## config.mk

```make
export PLATFORM = sky130hd
export DESIGN_NAME = pixel_span_traversal
export DESIGN_NICKNAME = d
export VERILOG_FILES = /design/src/rtl/pixel_span_traversal.sv
export SDC_FILE = /design/constraint.sdc
export NUM_CORES = 2
export LEC_CHECK = 0
export CORE_ASPECT_RATIO = 1.75
export CORE_UTILIZATION = 30
export DETAILED_ROUTE_END_ITERATION = 10
export SYNTH_ARGS = -nofsm -noshare
export SYNTH_HDL_FRONTEND = slang
export SYNTH_SLANG_ARGS = --single-unit
```

## constraint.sdc

```tcl
create_clock -name clk -period 30.5 [get_ports clk]
set_clock_uncertainty 0.15 [all_clocks]
set_input_delay 6.1 -clock clk [delete_from_list [all_inputs] [get_ports clk]]
set_output_delay 6.1 -clock clk [all_outputs]
set_load 0.02 [all_outputs]
```

## src/rtl/pixel_span_traversal.sv

```systemverilog
// rtl/pixel_span_traversal.sv - walks a triangle bbox in raster order emitting LANES-wide masked spans
module pixel_span_traversal #(
    parameter int WIDTH  = 320,
    parameter int HEIGHT = 240,
    parameter int LANES  = 4,
    parameter int ATTR_W = 256
) (
    input  logic                      clk,
    input  logic                      rst,
    input  logic [$clog2(WIDTH)-1:0]  bbox_min_x,
    input  logic [$clog2(WIDTH)-1:0]  bbox_max_x,
    input  logic [$clog2(HEIGHT)-1:0] bbox_min_y,
    input  logic [$clog2(HEIGHT)-1:0] bbox_max_y,
    input  logic [ATTR_W-1:0]         attr,
    input  logic                      in_valid,
    output logic                      in_ready,
    input  logic                      abort,
    output logic [$clog2(WIDTH)-1:0]  out_x,
    output logic [$clog2(HEIGHT)-1:0] out_y,
    output logic [LANES-1:0]          out_mask,
    output logic [ATTR_W-1:0]         out_attr,
    output logic                      out_last,
    output logic                      out_valid,
    input  logic                      out_ready,
    output logic                      busy
);
    localparam int XW  = $clog2(WIDTH);
    localparam int YW  = $clog2(HEIGHT);
    localparam int XW1 = XW + 1;
    localparam logic [XW-1:0] ALIGN_MASK = ~XW'(LANES - 1);

    typedef enum logic {IDLE, RUN} state_t;

    state_t              state_q, state_d;
    logic [XW-1:0]       min_x_q, min_x_d, max_x_q, max_x_d, cur_x_q, cur_x_d;
    logic [YW-1:0]       max_y_q, max_y_d, cur_y_q, cur_y_d;
    logic [ATTR_W-1:0]   attr_q, attr_d, out_attr_q, out_attr_d;
    logic [XW-1:0]       out_x_q, out_x_d;
    logic [YW-1:0]       out_y_q, out_y_d;
    logic [LANES-1:0]    out_mask_q, out_mask_d, span_mask;
    logic                out_last_q, out_last_d, out_valid_q, out_valid_d;
    logic                can_load, fire, row_end, last_span;

    // One extra bit on x so a span touching the right screen edge never wraps.
    always_comb begin
        span_mask = '0;
        for (int i = 0; i < LANES; i++) begin
            span_mask[i] = (({1'b0, cur_x_q} + XW1'(i)) >= {1'b0, min_x_q}) &&
                           (({1'b0, cur_x_q} + XW1'(i)) <= {1'b0, max_x_q});
        end
        row_end   = ({1'b0, cur_x_q} + XW1'(LANES)) > {1'b0, max_x_q};
        last_span = row_end && (cur_y_q == max_y_q);
    end

    assign can_load = !out_valid_q || out_ready;
    assign fire     = out_valid_q && out_ready;

    always_comb begin
        state_d     = state_q;
        min_x_d     = min_x_q;
        max_x_d     = max_x_q;
        max_y_d     = max_y_q;
        cur_x_d     = cur_x_q;
        cur_y_d     = cur_y_q;
        attr_d      = attr_q;
        out_x_d     = out_x_q;
        out_y_d     = out_y_q;
        out_mask_d  = out_mask_q;
        out_attr_d  = out_attr_q;
        out_last_d  = out_last_q;
        out_valid_d = out_valid_q;
        if (fire) begin
            out_valid_d = 1'b0;
        end
        case (state_q)
            IDLE: begin
                if (in_valid) begin
                    min_x_d = bbox_min_x;
                    max_x_d = bbox_max_x;
                    max_y_d = bbox_max_y;
                    attr_d  = attr;
                    cur_x_d = bbox_min_x & ALIGN_MASK;
                    cur_y_d = bbox_min_y;
                    if ((bbox_min_x <= bbox_max_x) && (bbox_min_y <= bbox_max_y)) begin
                        state_d = RUN;
                    end
                end
            end
            RUN: begin
                if (abort) begin
                    state_d = IDLE;
                end else if (can_load) begin
                    out_x_d     = cur_x_q;
                    out_y_d     = cur_y_q;
                    out_mask_d  = span_mask;
                    out_attr_d  = attr_q;
                    out_last_d  = last_span;
                    out_valid_d = 1'b1;
                    if (row_end) begin
                        cur_x_d = min_x_q & ALIGN_MASK;
                        cur_y_d = cur_y_q + YW'(1);
                    end else begin
                        cur_x_d = cur_x_q + XW'(LANES);
                    end
                    if (last_span) begin
                        state_d = IDLE;
                    end
                end
            end
            default: state_d = IDLE;
        endcase
    end

    always_ff @(posedge clk or posedge rst) begin
        if (rst) begin
            state_q     <= IDLE;
            min_x_q     <= '0;
            max_x_q     <= '0;
            max_y_q     <= '0;
            cur_x_q     <= '0;
            cur_y_q     <= '0;
            attr_q      <= '0;
            out_x_q     <= '0;
            out_y_q     <= '0;
            out_mask_q  <= '0;
            out_attr_q  <= '0;
            out_last_q  <= 1'b0;
            out_valid_q <= 1'b0;
        end else begin
            state_q     <= state_d;
            min_x_q     <= min_x_d;
            max_x_q     <= max_x_d;
            max_y_q     <= max_y_d;
            cur_x_q     <= cur_x_d;
            cur_y_q     <= cur_y_d;
            attr_q      <= attr_d;
            out_x_q     <= out_x_d;
            out_y_q     <= out_y_d;
            out_mask_q  <= out_mask_d;
            out_attr_q  <= out_attr_d;
            out_last_q  <= out_last_d;
            out_valid_q <= out_valid_d;
        end
    end

    assign in_ready  = (state_q == IDLE);
    assign busy      = (state_q != IDLE) || out_valid_q;
    assign out_x     = out_x_q;
    assign out_y     = out_y_q;
    assign out_mask  = out_mask_q;
    assign out_attr  = out_attr_q;
    assign out_last  = out_last_q;
    assign out_valid = out_valid_q;
endmodule

```

* Yosys cells after proc, flatten, opt, wreduce, memory -nomap -nowiden
Index checks and enable logic that the tools add are counted.
W data, S select, Z words.
** Cells by class
- Add/subtract/negate cells :: 6
- Magnitude comparators :: 11
- Equality and inequality tests :: 5
- Multiplexer cells :: 20
- Bitwise logic cells :: 2
- Reduce and logical (&&, ||, !) cells :: 14
** Operators with widths (number)
- $mux W9 :: 4
- $mux W8 :: 4
- $ge A10 B9 Y1 :: 3
- $le A10 B9 Y1 :: 3
- $add A9 B2 Y10 const B :: 2
- $le A9 B9 Y1 :: 2
- $pmux W9 S2 :: 1
- $pmux W8 S2 :: 1
- $add A9 B1 Y10 const B :: 1
- $add A9 B3 Y10 const B :: 1
- $gt A10 B9 Y1 :: 1
- $add A9 B3 Y9 const B :: 1
- $ge A9 B9 Y1 :: 1
- $mux W1 :: 9
- $add A8 B1 Y8 const B :: 1
- $eq A8 B8 Y1 :: 1
- $le A8 B8 Y1 :: 1
- $logic_and A1 B1 Y1 :: 7
- $reduce_and A3 Y1 :: 2
- $ne A2 B1 Y1 const B :: 2
- $ne A2 B2 Y1 const B :: 2
- $reduce_and A4 Y1 :: 1
- $logic_or A1 B1 Y1 :: 2
- $not A1 Y1 :: 2
- other kinds (3) :: 3
** Storage, ports and cells
- Register bits after elaboration :: 579
- Bits of input ports :: 295
- Logic and storage cells :: 71

* Depth between registers and ports, before layout
- Depth after elaboration :: 7
- Depth in mapped cells :: 12
- Gate-level depth less buffers :: 11

* Worst setup path before layout
Ideal clock, no wire load.
- Kind :: register to output
- From :: reg state_q
- To :: out busy
- Arrival :: 1187 ps
- Setup slack :: 23063 ps
- Cell stages (with the launch flop) :: 4
- Cell sequence :: dfrtp_1 clkbuf_1 clkbuf_1 or2_2
** On the way
- Cells in the longest elaborated chain, start to end :: 1
** Ends and longest elaborated chain
- from (decl) :: line 34 : state_t state_q, state_d;
- from (signal assigned) :: line 130 : state_q <= state_d;
- $logic_or A1 B1 Y1 :: line 147 : assign busy = (state_q != IDLE) || out_valid_q;
- to (decl) :: line 25 : output logic busy
Every way passes these cells.

==> results.json <==
{
  "yosys.area.top_type": "dfrtp_1",
  "cts_tree": "done",
  "post-dp-hpwl_mm": 46.86,
  "leakage_nw": 15.98,
  "synth_common_cells": "1635 x nand2_1, 575 x dfrtp_1, 111 x clkbuf_1",
  "finalCriticalPeriod_ns": 9.378,
  "root_buffer": "clkbuf_16",
  "ys_types": 52,
  "endpoint_kind": "async pin",
  "slew_headroom": 0.2957,
  "gpl.final_weighted_congestion": 0.8397,
  "grt_max_degree": 198,
  "period_share": 0.3075,
  "synth-seq-cells": 575,
  "hold_path_class": "reg2reg",
  "die_w_um": 212.6,
  "worstSetupPathType": "in2async",
  "numCtsBuffers": 54,
  "seq_area_um2": 14390,
  "hold_viol": 0,
  "outcome": "finished clean",
  "yosysMostFrequentCell": "nand2_1",
  "cp_slowest_cell": "buf_4",
  "cts_setup_buffers": 0,
  "overflow": 0,
  "vias": 18810,
  "rsz0062_at_grt": "no",
  "postRouteWirelength_mm": 70.43,
  "cap_violations": 0,
  "grt_pass1_vias": 18840,
  "synthCells": 2659,
  "final_area_um2": 31720,
  "cp_data_required_time_ns": 30.91,
  "dieArea_um2": 78760,
  "tns_ns": 0,
  "crit_top_cell": "buf_4",
  "cp-start-kind": "input pin",
  "rows": 134,
  "syn_area_per_cell_um2": 8.755,
  "port_buffers": 573,
  "die_y_um": 370.5,
  "cts_sinks": 575,
  "ctsResizeCount": 0,
  "ys_warn_count": 0,
  "r2r_cells": 6,
  "antenna_left": 0,
  "arrival_ns": 9.79,
  "ys_async_sr_fraction": 1.000,
  "crit_fanout": 138,
  "grt_pass1_wl_mm": 108.9,
  "worstSkewPairLatency_ns": 0.61,
  "track_usage": 0.1783,
  "nNetsFinal": 3520,
  "antenna_found_initial": 20,
  "ys_seq_area_frac": 0.6181,
  "min_path_cells": 2,
  "clk_pin_slew_worst_paths_ns": 0.07,
  "setup_viol": 0,
  "yosysTopAreaCellShare": 0.6181,
  "multiInputGateArea_um2": 8240,
  "syn-cell-area_um2": 23280,
  "drtPass1Iterations": 5,
  "remaining_drc_errors": 0,
  "fillers": 7717,
  "drive_gt1_frac": 0.03622,
  "synth-edff-count": 0,
  "slew_violations": 0,
  "cellPowerDensity_nw_per_um2": 95.56,
  "worst_pin_slew_ns": 1.057,
  "drt_iter0_markers": 1222,
  "syn_to_final_growth_pct": 36.24,
  "ir_drop_mv": 0.05247,
  "synthTopCellsByArea": "dfrtp_1 62%, nand2_1 26%, ha_1 3.1%, clkbuf_1 1.8%, o21ai_0 1.3%",
  "slowest_delay_ns": 0.91,
  "initial_utilization": 0.3045,
  "wl_per_cell_um": 16.64,
  "worstPathCellList": "clkdlybuf4s50_1 -> inv_8 -> buf_4 -> buf_4 -> buf_4",
  "cts.path.max_buffers": 3,
  "placed_cell_area_um2": 29940,
  "fmax_mhz": 106.6,
  "viasPerCell": 4.442,
  "ctsHoldBuffers": 0,
  "h-tree-depth": 2,
  "core-area_um2": 76450,
  "synth_top_flop_cell": "dfrtp_1",
  "ios": 576
}
[per-stage QoR]
stage | util | power, mW | worst slack [ns] | hold WS (ns) | std cells
2_1_floorplan | - | 1.785 | 8.164 | 0.2886 | 2660
3_3_place_gp | 0.3917 | 2.362 | 20.29 | 0.2925 | 4131
3_5_place_dp | 0.3917 | 2.376 | 20.29 | 0.2976 | 4131
4_1_cts | 0.4145 | 3.077 | 20.95 | 0.2978 | 4223
5_1_grt | 0.4148 | 3.228 | 20.53 | 0.3246 | 4231
6_report | 0.4148 | 3.031 | 21.12 | 0.3048 | 4233
[critical path: cells and delay by family]
kind                   cells  cell delay [ns]
buffers and inverters      5             3.44
[registers in the layout, indices dropped and copies added (netlist names)]
signal	flops
max_x_q	9
out_y	8
min_x_q	9
cur_y_q	8
out_valid	1
cur_x_q	7
max_y_q	8
out_last	1
attr_q	256
state_q	1
out_attr	256
out_mask	4
out_x	7
[cells by family after synthesis]
| group | after synthesis | synth area share |
|---|---|---|
| adders and majority gates | 58 | 0.03117 |
| buffers and inverters | 176 | 0.02929 |
| muxes | 2 | 0.0008600 |
| DFF | 575 | 0.6181 |
| other | 1 | 0.0001611 |
| and+or+nand+nor | 1690 | 0.2783 |
| xor gates and xnor gates | 13 | 0.004891 |
| AOI/OAI and AO/OA | 144 | 0.03725 |
[area by class of cell]
| cell class | instances | share of cell area |
|---|---|---|
| Sequential cell | 575 | 0.4537 |
| Multi-Input combinational cell | 1909 | 0.2598 |
| Timing Repair Buffer | 591 | 0.1859 |
| Clock buffer | 75 | 0.04892 |
| Tap cell | 1020 | 0.04024 |
| Clock inverter | 17 | 0.006154 |
| Inverter | 36 | 0.004497 |
| Antenna cell | 10 | 0.0007890 |
[worst paths after layout]
check	from	end	slack, ns
worst max-delay path	rst	out_mask[2]	21.12
max in group clk	abort	out_attr[129]	21.45
min in group asynchronous	rst	attr_q[149]	5.94
worst min register to register	attr_q[72]	out_attr[72]	0.30
worst min-delay path	attr_q[72]	out_attr[72]	0.30
worst max register to register	state_q	out_attr[129]	26.56
[layer usage]
layer	wire, um	track usage	part of all wire	up-vias
met5	120	0	0.0017	-
met4	3000	0.08412	0.043	20
met3	5667	0.05825	0.080	135
met2	33960	0.2950	0.48	541
met1	27670	0.2072	0.39	8891
li1	-	-	-	9218
[layout by cell type (no fill, tap or decap), drive strengths merged, types with 9 or more instances in the layout]
cell type | netlist | layout
xor2 | 11 | 11
nor2 | 10 | 10
diode | 0 | 10
dfrtp | 575 | 575
clkinv | 0 | 9
nand2 | 1635 | 1635
clkdlybuf4s50 | 0 | 573
buf | 29 | 18
clkbuf | 111 | 75
ha | 58 | 58
inv | 36 | 36
o21ai | 66 | 66
a21oi | 34 | 34
[report_power, final]
group	internal, mW	total [mW]	switching, mW
combinational	0.501	1.15	0.651
sequential	1.03	1.20	0.171
clock	0.379	0.678	0.299
(Power assumes the default switching activity.)
